$ cat src/rtl/trng_pkg.sv
// Shared types and defaults for the TRNG entropy collector.
// The adaptive proportion test is built only when TRNG_APT_EN is defined.
package trng_pkg;

    typedef enum logic [1:0] {
        WARMUP = 2'd0,
        RUN    = 2'd1,
        ALARM  = 2'd2
    } trng_state_t;

    localparam int FAIL_RCT = 0;
    localparam int FAIL_APT = 1;

    localparam int DEF_WORD_W     = 32;
    localparam int DEF_DECIM      = 4;
    localparam int DEF_WARMUP     = 64;
    localparam int DEF_RCT_CUTOFF = 34;
    localparam int DEF_APT_W      = 512;
    localparam int DEF_APT_CUTOFF = 325;

endpackage

$ cat src/rtl/trng_health_test.sv
// Continuous health tests on raw samples: repetition count, plus the adaptive
// proportion test when TRNG_APT_EN is defined. Fail outputs are same-cycle pulses.
module trng_health_test
    import trng_pkg::*;
#(
    parameter int RCT_CUTOFF = DEF_RCT_CUTOFF,
    parameter int APT_W      = DEF_APT_W,
    parameter int APT_CUTOFF = DEF_APT_CUTOFF
) (
    input  logic clk,
    input  logic rst,
    input  logic strobe,
    input  logic sample,
    input  logic restart,
    output logic rct_fail,
    output logic apt_fail
);
    localparam int RCT_W = $clog2(RCT_CUTOFF + 1);

    logic [RCT_W-1:0] rct_cnt_reg;
    logic             prev_reg;
    logic             rct_repeat;

    // A zero count marks "no previous sample yet", so the first sample after restart counts as 1.
    assign rct_repeat = (rct_cnt_reg != '0) && (sample == prev_reg);
    assign rct_fail   = strobe && rct_repeat && (rct_cnt_reg == RCT_W'(RCT_CUTOFF - 1));

    always_ff @(posedge clk or posedge rst) begin
        if (rst) begin
            rct_cnt_reg <= '0;
            prev_reg    <= 1'b0;
        end else if (restart) begin
            rct_cnt_reg <= '0;
        end else if (strobe) begin
            prev_reg    <= sample;
            rct_cnt_reg <= rct_repeat ? rct_cnt_reg + 1'b1 : RCT_W'(1);
        end
    end

`ifdef TRNG_APT_EN
    localparam int WIN_W  = (APT_W > 1) ? $clog2(APT_W) : 1;
    localparam int ONES_W = $clog2(APT_W + 1);

    logic [WIN_W-1:0]  win_cnt_reg;
    logic [ONES_W-1:0] ones_reg;
    logic [ONES_W-1:0] ones_total;
    logic              win_end;

    assign ones_total = ones_reg + ONES_W'(sample);
    assign win_end    = (win_cnt_reg == WIN_W'(APT_W - 1));
    assign apt_fail   = strobe && win_end &&
                        ((ones_total > ONES_W'(APT_CUTOFF)) ||
                         (ones_total < ONES_W'(APT_W - APT_CUTOFF)));

    always_ff @(posedge clk or posedge rst) begin
        if (rst) begin
            win_cnt_reg <= '0;
            ones_reg    <= '0;
        end else if (restart) begin
            win_cnt_reg <= '0;
            ones_reg    <= '0;
        end else if (strobe) begin
            if (win_end) begin
                win_cnt_reg <= '0;
                ones_reg    <= '0;
            end else begin
                win_cnt_reg <= win_cnt_reg + 1'b1;
                ones_reg    <= ones_total;
            end
        end
    end
`else
    assign apt_fail = 1'b0;
`endif

endmodule

$ cat src/rtl/trng_collector.sv
// Decimates the serial entropy stream, discards warm-up samples, health-tests and packs
// samples into words on a valid/ready port. TRNG_APT_EN enables the proportion test.
module trng_collector
    import trng_pkg::*;
#(
    parameter int WORD_W     = DEF_WORD_W,
    parameter int DECIM      = DEF_DECIM,
    parameter int WARMUP     = DEF_WARMUP,
    parameter int RCT_CUTOFF = DEF_RCT_CUTOFF,
    parameter int APT_W      = DEF_APT_W,
    parameter int APT_CUTOFF = DEF_APT_CUTOFF
) (
    input  logic              clk,
    input  logic              rst,
    input  logic              bit_in,
    input  logic              alarm_clr,
    output logic [WORD_W-1:0] rng_data,
    output logic              rng_valid,
    input  logic              rng_ready,
    output logic              alarm,
    output logic [1:0]        fail_code,
    output logic              overrun
);
    localparam int DCNT_W = (DECIM > 1) ? $clog2(DECIM) : 1;
    localparam int WCNT_W = (WARMUP > 1) ? $clog2(WARMUP) : 1;
    localparam int BCNT_W = (WORD_W > 1) ? $clog2(WORD_W) : 1;

    trng_state_t       state_reg;
    trng_state_t       state_next;
    logic [DCNT_W-1:0] dcnt_reg;
    logic [WCNT_W-1:0] wcnt_reg;
    logic [BCNT_W-1:0] bcnt_reg;
    logic [WORD_W-1:0] shift_reg;
    logic              strobe;
    logic              run_strobe;
    logic              restart;
    logic              rct_fail;
    logic              apt_fail;
    logic              any_fail;
    logic              word_done;
    logic              can_load;
    logic              clr_event;

    assign strobe     = (dcnt_reg == DCNT_W'(DECIM - 1));
    assign run_strobe = strobe && (state_reg == trng_pkg::RUN);
    assign any_fail   = rct_fail || apt_fail;
    assign word_done  = run_strobe && (bcnt_reg == BCNT_W'(WORD_W - 1));
    assign can_load   = !rng_valid || rng_ready;
    assign clr_event  = (state_reg == trng_pkg::ALARM) && alarm_clr;

    trng_health_test #(
        .RCT_CUTOFF (RCT_CUTOFF),
        .APT_W      (APT_W),
        .APT_CUTOFF (APT_CUTOFF)
    ) u_health (
        .clk      (clk),
        .rst      (rst),
        .strobe   (run_strobe),
        .sample   (bit_in),
        .restart  (restart),
        .rct_fail (rct_fail),
        .apt_fail (apt_fail)
    );

    always_ff @(posedge clk or posedge rst) begin
        if (rst) begin
            state_reg <= trng_pkg::WARMUP;
        end else begin
            state_reg <= state_next;
        end
    end

    always_comb begin
        state_next = state_reg;
        case (state_reg)
            trng_pkg::WARMUP: if (strobe && (wcnt_reg == WCNT_W'(WARMUP - 1))) state_next = trng_pkg::RUN;
            trng_pkg::RUN:    if (run_strobe && any_fail) state_next = trng_pkg::ALARM;
            trng_pkg::ALARM:  if (alarm_clr) state_next = trng_pkg::WARMUP;
            default:          state_next = trng_pkg::WARMUP;
        endcase
    end

    always_comb begin
        alarm   = (state_reg == trng_pkg::ALARM);
        restart = (state_reg != trng_pkg::RUN);
    end

    always_ff @(posedge clk or posedge rst) begin
        if (rst) begin
            dcnt_reg <= '0;
        end else begin
            dcnt_reg <= strobe ? '0 : dcnt_reg + 1'b1;
        end
    end

    // Warm-up count is parked at zero outside WARMUP so every entry restarts it.
    always_ff @(posedge clk or posedge rst) begin
        if (rst) begin
            wcnt_reg <= '0;
        end else if (state_reg != trng_pkg::WARMUP) begin
            wcnt_reg <= '0;
        end else if (strobe) begin
            wcnt_reg <= (wcnt_reg == WCNT_W'(WARMUP - 1)) ? '0 : wcnt_reg + 1'b1;
        end
    end

    always_ff @(posedge clk or posedge rst) begin
        if (rst) begin
            fail_code <= 2'b00;
            overrun   <= 1'b0;
        end else if (clr_event) begin
            fail_code <= 2'b00;
            overrun   <= 1'b0;
        end else begin
            if (rct_fail) fail_code[FAIL_RCT] <= 1'b1;
            if (apt_fail) fail_code[FAIL_APT] <= 1'b1;
            if (word_done && !any_fail && !can_load) overrun <= 1'b1;
        end
    end

    // New samples enter at the MSB, so after WORD_W shifts the oldest sits in bit 0.
    always_ff @(posedge clk or posedge rst) begin
        if (rst) begin
            shift_reg <= '0;
            bcnt_reg  <= '0;
            rng_data  <= '0;
            rng_valid <= 1'b0;
        end else if (run_strobe && any_fail) begin
            shift_reg <= '0;
            bcnt_reg  <= '0;
            rng_data  <= '0;
            rng_valid <= 1'b0;
        end else begin
            if (rng_valid && rng_ready) rng_valid <= 1'b0;
            if (word_done) begin
                if (can_load) begin
                    rng_data  <= {bit_in, shift_reg[WORD_W-1:1]};
                    rng_valid <= 1'b1;
                    bcnt_reg  <= '0;
                    shift_reg <= '0;
                end
            end else if (run_strobe) begin
                shift_reg <= {bit_in, shift_reg[WORD_W-1:1]};
                bcnt_reg  <= bcnt_reg + 1'b1;
            end
        end
    end

endmodule
$ cat config.mk
export PLATFORM = sky130hd
export DESIGN_NAME = trng_collector
export DESIGN_NICKNAME = d
export VERILOG_FILES = /design/src/rtl/trng_pkg.sv /design/src/rtl/trng_health_test.sv /design/src/rtl/trng_collector.sv
export SDC_FILE = /design/constraint.sdc
export NUM_CORES = 1
export LEC_CHECK = 0
export BUFFER_PORTS_ARGS = -buffer_cell sky130_fd_sc_hd__buf_2
export CORE_ASPECT_RATIO = 0.7
export CORE_MARGIN = 1
export CORE_UTILIZATION = 30
export CTS_CLUSTER_DIAMETER = 200
export DETAILED_ROUTE_END_ITERATION = 7
export PLACE_DENSITY = 0.45
export SLEW_MARGIN = 20
export SYNTH_ARGS = -nofsm -noshare
export SYNTH_HDL_FRONTEND = slang
export SYNTH_SLANG_ARGS = --single-unit
$ cat constraint.sdc
create_clock -name clk -period 6.7 [get_ports clk]
set_input_delay 0.335 -clock clk [delete_from_list [all_inputs] [get_ports clk]]
set_output_delay 0.335 -clock clk [all_outputs]
set_load 0.02 [all_outputs]
# Word level (Yosys, flattened, before mapping)
# Index checks and enable logic that the tools add are counted.
[classes]
add_sub_neg = 4
eq_ne = 12
n_mux = 30
n_bitwise = 1
reduce_logical = 29
[op_table]
columns = ["cell", "count"]
rows = [
  ["2-to-1 mux 32 bit", 7],
  ["2-to-1 mux 6 bit", 6],
  ["2-to-1 mux 5 bit", 4],
  ["nonzero test 2 bit", 7],
  ["adder 6 x 1 -> 6 bit (second input constant)", 2],
  ["== test 6 bit (second input constant)", 2],
  ["logical AND 1 bit", 11],
  ["2-to-1 mux 1 bit", 8],
  ["2-to-1 mux 2 bit", 4],
  ["one-hot mux 2 bit (3 select lines)", 1],
  ["AND reduction 2 bit", 3],
  ["nonzero test 6 bit", 1],
  ["adder 5 x 1 -> 5 bit (second input constant)", 1],
  ["== test 5 bit (second input constant)", 1],
  ["== test 2 bit (second input constant)", 2],
  ["!= test 2 x 1 -> 1 bit (second input constant)", 2],
  ["!= test 2 bit (second input constant)", 2],
  ["logical NOT 1 bit", 3],
  ["!= test 3 x 1 -> 1 bit (second input constant)", 1],
  ["AND reduction 3 bit", 1],
  ["nonzero test 3 bit", 1],
  ["adder 2 x 1 -> 2 bit (second input constant)", 1],
  ["== test 2 x 1 -> 1 bit (second input constant)", 1],
  ["logical NOT 2 bit", 1],
  ["3 further kinds", 3],
]
[word_totals]
regBits = 89
inputBits = 5
wordCells = 87

# Depth between registers and ports, before layout
# Gate-level depths: netlist of run 1.
[logic_depth]
word_depth = 9
depth_mapped = 9
mapped_depth_nobuf = 6

# By module
# A second synthesis of run 1 with hierarchy kept.
[unflattened]
cells_unflattened = 349
area_unflattened_um2 = 3826.2
[modules_own_cells]
columns = ["module", "n_inst", "cells_each", "area_each_um2", "seq_area_each_um2"]
rows = [
  ["trng_collector", 1, 297, 3319.4, 2052.0],
  ["trng_health_test", 1, 52, 506.7, 175.2],
]

# Worst setup path before layout of run 1
# No wires, ideal clock.
[synth_timing]
path_type = "register to register"
from = "register bcnt_reg[0]"
to = "register bcnt_reg[1]"
setup_time_ps = 121
t_arrival_ps = 1735
setup_slack_ps = 4844
stages_incl_launch_ff = 9
path_cell_list = "dfrtp_1 -> ha_1 -> and3_1 -> ha_1 -> clkbuf_1 -> a21oi_2 -> nor2_4 -> buf_6 -> a22o_1"
[synth_via]
elab_chain_len = 4
elab_cells_between_ends = 9
classes_between = "add/sub (1); eq/ne (2); mux (3); reduce/logical (3)"
[synth_lines]
columns = ["item", "line", "text"]
rows = [
  ["start: declaration", "trng_collector.sv:32", "logic [BCNT_W-1:0] bcnt_reg;"],
  ["start signal: assignment", "trng_collector.sv:144", "bcnt_reg <= bcnt_reg + 1'b1;"],
  ["adder 5 x 1 -> 5 bit or == test 5 bit (tied branches)", "trng_collector.sv:144, trng_collector.sv:47", ""],
  ["2-to-1 mux 5 bit or logical AND 1 bit (tied branches)", "trng_collector.sv:142, trng_collector.sv:47", ""],
  ["2-to-1 mux 5 bit (tied with other cells)", "trng_collector.sv:135", "if (word_done) begin"],
  ["2-to-1 mux 5 bit or AND reduction 2 bit (tied branches)", "n/a", ""],
]
# Several ways; a longest one is shown, not always the timed one. The select of a mux whose other input is x is not followed.
# A chain may end at the register's enable or synchronous reset.

# Final worst setup path of run 1
[layout_timing]
from = "register dcnt_reg[0]"
to = "register shift_reg[8]"
[layout_via]
elab_chain_len = 7
elab_cells_between_ends = 11
classes_between = "eq/ne (2); mux (2); reduce/logical (7)"
[layout_lines]
columns = ["item", "line", "text"]
rows = [
  ["start: declaration", "trng_collector.sv:30", "logic [DCNT_W-1:0] dcnt_reg;"],
  ["start signal: assignment", "trng_collector.sv:92", "dcnt_reg <= strobe ? '0 : dcnt_reg + 1'b1;"],
  ["== test 2 bit *", "trng_collector.sv:44", "assign strobe = (dcnt_reg == DCNT_W'(DECIM - 1));"],
  ["logical AND 1 bit *", "trng_collector.sv:45", "assign run_strobe = strobe && (state_reg == trng_pkg::RUN);"],
  ["logical AND 1 bit (2 in a row)", "trng_health_test.sv:26", "assign rct_fail = strobe && rct_repeat && (rct_cnt_reg == RCT_W'(RCT_CUTOFF - 1));"],
  ["logical AND 1 bit", "trng_collector.sv:128", "end else if (run_strobe && any_fail) begin"],
  ["!= test 3 x 1 -> 1 bit (no line) or nonzero test 3 bit (tied branches)", "n/a", ""],
  ["AND reduction 2 bit (no line)", "n/a", ""],
  ["end signal: assignment", "trng_collector.sv:143", "shift_reg <= {bit_in, shift_reg[WORD_W-1:1]};"],
  ["end: declaration", "trng_collector.sv:33", "logic [WORD_W-1:0] shift_reg;"],
]
# Mark *: on every way between the ends. The rest lies on a longest branch, timed or not.

==> flow_metrics.tcl, run 1 <==
set metrics [dict create \
    outcome "completed" \
    antenna_found_initial 0 \
    dieArea_um2 13000 \
    p_seq_frac 0.504 \
    cts_max_level 3 \
    largest_register_ffs 32 \
    row_count 33 \
    reg2reg_to "shift_reg[8]" \
    synthesis.area_um2 3762 \
    instances_no_fill 530 \
    syn_nets 347 \
    cts.sinks 88 \
    switching_share 0.2020 \
    cts_resized 0 \
    core_area_um2 11970 \
    insertion_delay_ns 0.33 \
    place_hpwl_um 4800 \
    die-height_um 95.70 \
    nets 380 \
    synthAdderAreaFrac 0.02328 \
    tns_ns 0 \
    async_reset_ff_frac 1.000 \
    hp-class "primary input to asynchronous set/reset pin" \
    dr_total_vias 2514 \
    synth_top_cell_by_area "dfrtp_1" \
    min_period_ns 2.411 \
    worst-path-max-fanout 39 \
    clockBufferDepth 2 \
    avgSynthCellArea_um2 11.23 \
    synth_top_family_by_area "compound AO/OA/AOI/OAI gates" \
    tightestPinTransition_ns 0.8297 \
    die_w_um 135.9 \
    vias_per_cell 4.743 \
    slew_viol_final 0 \
    grt_pass1_wl_um 12520 \
    leakage_nw 2.077 \
    synth_cell_types 47 \
    cp-start-kind "register" \
    synthMuxAreaShare 0.005653 \
    regToRegSetupSlack_ns 4.29 \
    cts_tree "built" \
    place_area_um2 4015 \
    crit_path_end_kind "register" \
    path_class "register to register" \
    synthToLayoutAreaGrowth_pct 14.90 \
    pre_cts_ws_ns 4.275 \
    grt_max_degree 55 \
    yosysSeqAreaShare 0.5853 \
    r2r_cells 5 \
    first_global_vias 2443 \
    final-hold-violation-count 0 \
    final_area_um2 4323 \
    wl_um 7562 \
    r2r_start "dcnt_reg[0]" \
    drive_above_1_share 0.1957 \
    grt_use_total 0.1269 \
    irDropWorstVdd_v 0.0001182 \
    synth_cells 335 \
    synth_compound_area_frac 0.1706 \
    setup_viol 0 \
    wire_per_inst_um 14.27 \
    p_per_area_nw_per_um2 243.9 \
    holdWs_ns 0.04230 \
    cts_setup_buffers 0 \
    cap_violations 0 \
    initial_core_util 0.3142 \
    drc_errors 0 \
    rsz0062_at_grt "false" \
    pwr-share-clk 0.482 \
    dr.pass1.iters 4 \
    synth_xor_area_frac 0.01630 \
    synth-edff-count 0 \
    port_buffers 40 \
    fin_crit_sh 0.3599 \
    ys_ff_latch 88 \
    internal-power_mw 0.8415 \
    arrival_ns 2.68 \
    synth-simple-area-share 0.1463 \
    p_sw_mw 0.2130 \
    yosysWarnings 0 \
    grt_overflow 0 \
    ant_nets 0 \
    cp.required_ns 6.97 \
    relSlewSlack 0.4456 \
    ctsHoldBuffers 0 \
    clock.fmax_mhz 414.7 \
    cts_root_buffer "clkbuf_16" \
    netlist.area_leader.share 0.5853 \
    path_clk_slew_ns 0.06 \
    drt_iter0_markers 136 \
    placedCellCount 514 \
    diodes 0 \
    setup_ws_ns 4.289 \
    synth-main-ff-cell "dfrtp_1" \
    gp_congestion 0.7450 \
    finClkSkew_ns 0.003283 \
    cts_buffers 9 \
    io_pins 42 \
    synthTopCellsByArea "dfrtp_1, a22o_1, nand2_1" \
    p_comb_frac 0.014 \
]
## layout by cell type (no fill, tap or decap), types with 2 or more instances in the layout
cell type   Yosys  layout
clkbuf_8        0       2
and3_1          4       4
a22o_1         34      34
a21o_1          2       2
clkinv_2        0       3
nor2_1          6       6
nor2b_1         3       3
nand2_1        71      71
buf_2           5      40
inv_1           5       4
o2bb2ai_1       2       2
buf_4           9       4
or3b_2          2       2
ha_1            7       7
o21ai_0         5       5
nand3_1         7       7
a31oi_1         4       4
nand2b_1        2       2
xor2_1          4       4
clkbuf_16       0       9
dfrtp_1        88      88
xnor2_1         3       3
nor4_1          2       2
nor3_1          3       3
clkinvlp_4      0       2
nor3b_1         2       2
a21oi_1        35      35
## synthesized netlist by cell type (2+ instances only)
cell       number
nor2_1          6
buf_2           5
nand2_1        71
a21o_1          2
xor2_1          4
xnor2_1         3
o21ai_0         5
buf_4           9
dfrtp_1        88
buf_6           7
inv_1           5
o2bb2ai_1       2
nand3_1         7
a21oi_1        35
a22o_1         34
nor3b_1         2
nor4_1          2
nor3_1          3
nor2b_1         3
ha_1            7
a31oi_1         4
or3b_2          2
and3_1          4
nand2b_1        2
## metrics by stage
step | util | power [mW]
after floorplan | - | 0.5516
after global placement | 0.3353 | 0.5571
after detailed placement | 0.3353 | 0.5575
after CTS | 0.3610 | 1.073
after global routing | 0.3610 | 1.095
final | 0.3610 | 1.054
## routing by layer
metal,part of all wire,vias up,routed length [µm],global-route usage
met1,0.53,1221,4007,0.1802
met3,0.037,10,279,0.03686
met4,0.011,0,84,0.03889
li1,-,1244,-,-
met5,0,-,0,0
met2,0.42,39,3191,0.1858
## worst max-delay path: stages, from the launching register on
cell and delay (ns):
dfrtp_1 0.38, ha_1 0.36, and3b_2 0.33, and4_4 0.29, nor2_4 0.68, a22o_1 0.26
## worst max path at each step
| stage | endpoint | startpoint | depth (start not counted) |
|---|---|---|---|
| 6_report | shift_reg[8] | dcnt_reg[0] | 5 |
| 5_1_grt | bcnt_reg[0] | dcnt_reg[0] | 5 |
| 4_1_cts | bcnt_reg[0] | dcnt_reg[0] | 5 |
| 3_5_place_dp | bcnt_reg[0] | dcnt_reg[0] | 5 |
| 3_3_place_gp | bcnt_reg[0] | dcnt_reg[0] | 5 |
| 2_1_floorplan | bcnt_reg[0] | rst | 1 |
## cells by family after synthesis
kind of cell	count (synthesis)
DFF	88
other	1
xor gates and xnor gates	7
and+or+nand+nor	111
muxes	2
AOI/OAI and AO/OA	92
buffers and inverters	27
adders and majority gates	7
## final cells by class
cell class,count,area (µm²)
clock buffer,11,252.7
multi-input combinational,220,1366
sequential,88,2202
fill,1233,7651
clock inverter,5,55.05
tap,157,196.4
inverter,5,20.02
timing repair buffer,44,230.2
## power groups by stage
stage	Sequential [mW]	Clock [mW]	Combinational, mW
floorplan	0.542	0	0.00989
global placement	0.542	0	0.0154
detailed placement	0.542	0	0.0157
CTS	0.532	0.526	0.0155
global route	0.531	0.546	0.0175
finish	0.532	0.508	0.0144
Power figures use the tool's default switching activity.
==> run 2: changes to the inputs <==
--- a/config.mk
+++ b/config.mk
@@ -5,13 +5,14 @@
 export SDC_FILE = /design/constraint.sdc
 export NUM_CORES = 1
 export LEC_CHECK = 0
+export ABC_AREA = 1
 export BUFFER_PORTS_ARGS = -buffer_cell sky130_fd_sc_hd__buf_2
 export CORE_ASPECT_RATIO = 0.7
 export CORE_MARGIN = 1
 export CORE_UTILIZATION = 30
 export CTS_CLUSTER_DIAMETER = 200
 export DETAILED_ROUTE_END_ITERATION = 7
-export PLACE_DENSITY = 0.45
+export PLACE_DENSITY = 0.47
 export SLEW_MARGIN = 20
 export SYNTH_ARGS = -nofsm -noshare
 export SYNTH_HDL_FRONTEND = slang
==> constraint.sdc (replaced) <==
create_clock -name clk -period 2.2 [get_ports clk]
set_input_delay 0.11 -clock clk [delete_from_list [all_inputs] [get_ports clk]]
set_output_delay 0.11 -clock clk [all_outputs]
set_load 0.02 [all_outputs]
==> run 2 against run 1 <==
Clock power grew to 3.3 times the previous value; non-clock buffer count grew 8; die area increased by 9.6%; core utilization fell by 0.087 points; critical path depth grew 5; final cell count is 26% higher; sequential power rose to 3.1 times the previous value; setup slack worse by 4.0 ns; first-iteration DRC count increased by 29%; power rose to 3.3 times the previous value; maximum frequency up 23%; global-route usage grew 1.5 points.
==> flow_metrics.tcl, run 2 <==
set metrics [dict create \
    register_area_um2 2202 \
    crit_path_end_kind "register" \
    grt_pass1_wl_um 15870 \
    gp_congestion 0.7160 \
    fin_util 0.3602 \
    slowest_delay_ns 0.40 \
    min_period_ns 1.961 \
    cp.required_ns 2.48 \
    wire_per_inst_um 14.05 \
    wl_um 9354 \
    mostFrequentLayoutCells "nand2_1, dfrtp_1, nand4_1" \
    finalPower_mw 3.471 \
    cap_violations 0 \
    drive_above_1_share 0.1559 \
    synthesis.area_um2 4130 \
    drc_errors 0 \
    ys_ff_latch 88 \
    dr_total_vias 3223 \
    p_per_area_nw_per_um2 723.9 \
    relSlewSlack 0.6532 \
    dr.pass1.iters 4 \
    largest_register_ffs 32 \
    path_buf_inv 0 \
    clockBufferDepth 2 \
    yosysSeqAreaShare 0.5332 \
    worst_path_max_delay_cell "dfrtp_1" \
    drt_iter0_markers 175 \
    irDropWorstVdd_v 0.0003683 \
    path_cells "ha_1 -> nand2_1 -> nor2_1 -> ha_1 -> nand2_4 -> nor2_2 -> nand2_2 -> nand2_4 -> nand2_1 -> nand2_1" \
    cts_resized 0 \
    netlist.area_leader.share 0.5332 \
    dieArea_um2 14250 \
    synthToLayoutAreaGrowth_pct 16.09 \
    row_count 35 \
    cts_max_level 3 \
    synth_cells 449 \
    final-hold-violation-count 0 \
    synth_most_common_cell "nand2_1" \
    diodes 0 \
    grt_max_degree 103 \
    synthTopCellsByArea "dfrtp_1, nand2_1, nand4_1" \
    avgSynthCellArea_um2 9.199 \
    place_hpwl_um 5828 \
    crit_family "simple AND/OR/NAND/NOR gates" \
    worst-path-max-fanout 36 \
    cts_root_buffer "clkbuf_16" \
    setup_ws_ns 0.2392 \
    finClkSkew_ns 0.007248 \
    path_class "register to register" \
    cts.sinks 88 \
    setup_viol 0 \
    multi_input_area_um2 1620 \
    rsz0062_at_grt "false" \
    final_area_um2 4795 \
    die_w_um 142.2 \
    hp-class "primary input to register" \
    place_area_um2 4462 \
    vias_per_cell 4.839 \
    grt_overflow 0 \
    tns_ns 0 \
    antenna_found_initial 0 \
    path_clk_slew_ns 0.07 \
    cts_buffers 9 \
    leakage_nw 2.484 \
    cts_tree "built" \
    tightestPinTransition_ns 0.5191 \
    synth-edff-count 0 \
    initial_core_util 0.3102 \
    final_common_cell "nand2_1" \
    synth_cell_types 30 \
    fin_crit_sh 0.8913 \
    nFillCells 1378 \
    outcome "completed" \
    io_pins 42 \
    instances_no_fill 666 \
    synth-main-ff-cell "dfrtp_1" \
    ant_nets 0 \
    critPathMostFrequentCell "nand2_1" \
    grt_use_total 0.1422 \
    synth_top_cell_by_area "dfrtp_1" \
    die-height_um 100.2 \
    nets 488 \
    slew_viol_final 0 \
    pre_cts_ws_ns 0.2199 \
    holdWs_ns 0.01811 \
    insertion_delay_ns 0.34 \
    syn_nets 461 \
    port_buffers 40 \
    yosys-top-cells-count "nand2_1, dfrtp_1, nand4_1, o211ai_1, inv_1" \
    placedCellCount 649 \
    first_global_vias 3056 \
    async_reset_ff_frac 1.000 \
    yosysWarnings 0 \
    clock.fmax_mhz 510.0 \
    core_area_um2 13310 \
    cp-start-kind "register" \
    arrival_ns 2.24 \
]
[run 2: metal layers]
metal  global-route usage  up-vias  routed length, µm
met5                    0        -                  0
met3              0.03674        8                342
li1                     -     1615                  -
met4              0.03722        0                 70
met2               0.2078       52               3949
met1               0.2073     1548               4993
[run 2: cells by family (layout without fill, tap and decap cells)]
logic type,count (synthesis),count (layout),share of synthesized area
other,1,1,0.0009079
and+or+nand+nor,237,237,0.2757
adders and majority gates,7,7,0.02120
AOI/OAI and AO/OA,48,48,0.07907
DFF,88,88,0.5332
xor gates and xnor gates,7,7,0.01484
buffers and inverters,61,93,0.07513
[run 2: layout make-up]
cell class              instances  area share
clock inverters                 4     0.01592
flip-flops and latches         88      0.4593
multi-input cells             300      0.3379
clock buffers                  12     0.05141
repair buffers                 52     0.06628
well taps                     185     0.04828
inverters                      25     0.02088
[run 2: worst reg2reg max path: stages, from the launching register on]
cell	delay [ns]
dfrtp_1	0.40
ha_1	0.21
nand2_1	0.06
nor2_1	0.10
ha_1	0.23
nand2_4	0.16
nor2_2	0.15
nand2_2	0.09
nand2_4	0.31
nand2_1	0.12
nand2_1	0.07
[run 2: repair_timing]
| item | in CTS | in global routing |
|---|---|---|
| hold buffers | 1 | 0 |
| endpoints found under the hold margin | 21 | 0 |
| setup buffers | 0 | 0 |
[run 2: power breakdown]
part / internal, mW / switching [mW] / total, mW
Combinational: 0.0397 / 0.0797 / 0.119
Clock: 1.03 / 0.649 / 1.68
Sequential: 1.64 / 0.0250 / 1.67
Total: 2.72 / 0.754 / 3.47
[run 2: worst paths after layout]
path	start	end	slack (ns)	cells after the start
worst min-delay path	alarm_clr	state_reg[1]	0.02	4
worst max register to register	bcnt_reg[0]	shift_reg[3]	0.24	10
worst min register to register	dcnt_reg[0]	dcnt_reg[0]	0.42	1
worst max-delay path	bcnt_reg[0]	shift_reg[3]	0.24	10
max in group asynchronous	rst	u_health.rct_cnt_reg[4]	1.11	4
min in group asynchronous	rst	wcnt_reg[5]	0.35	3
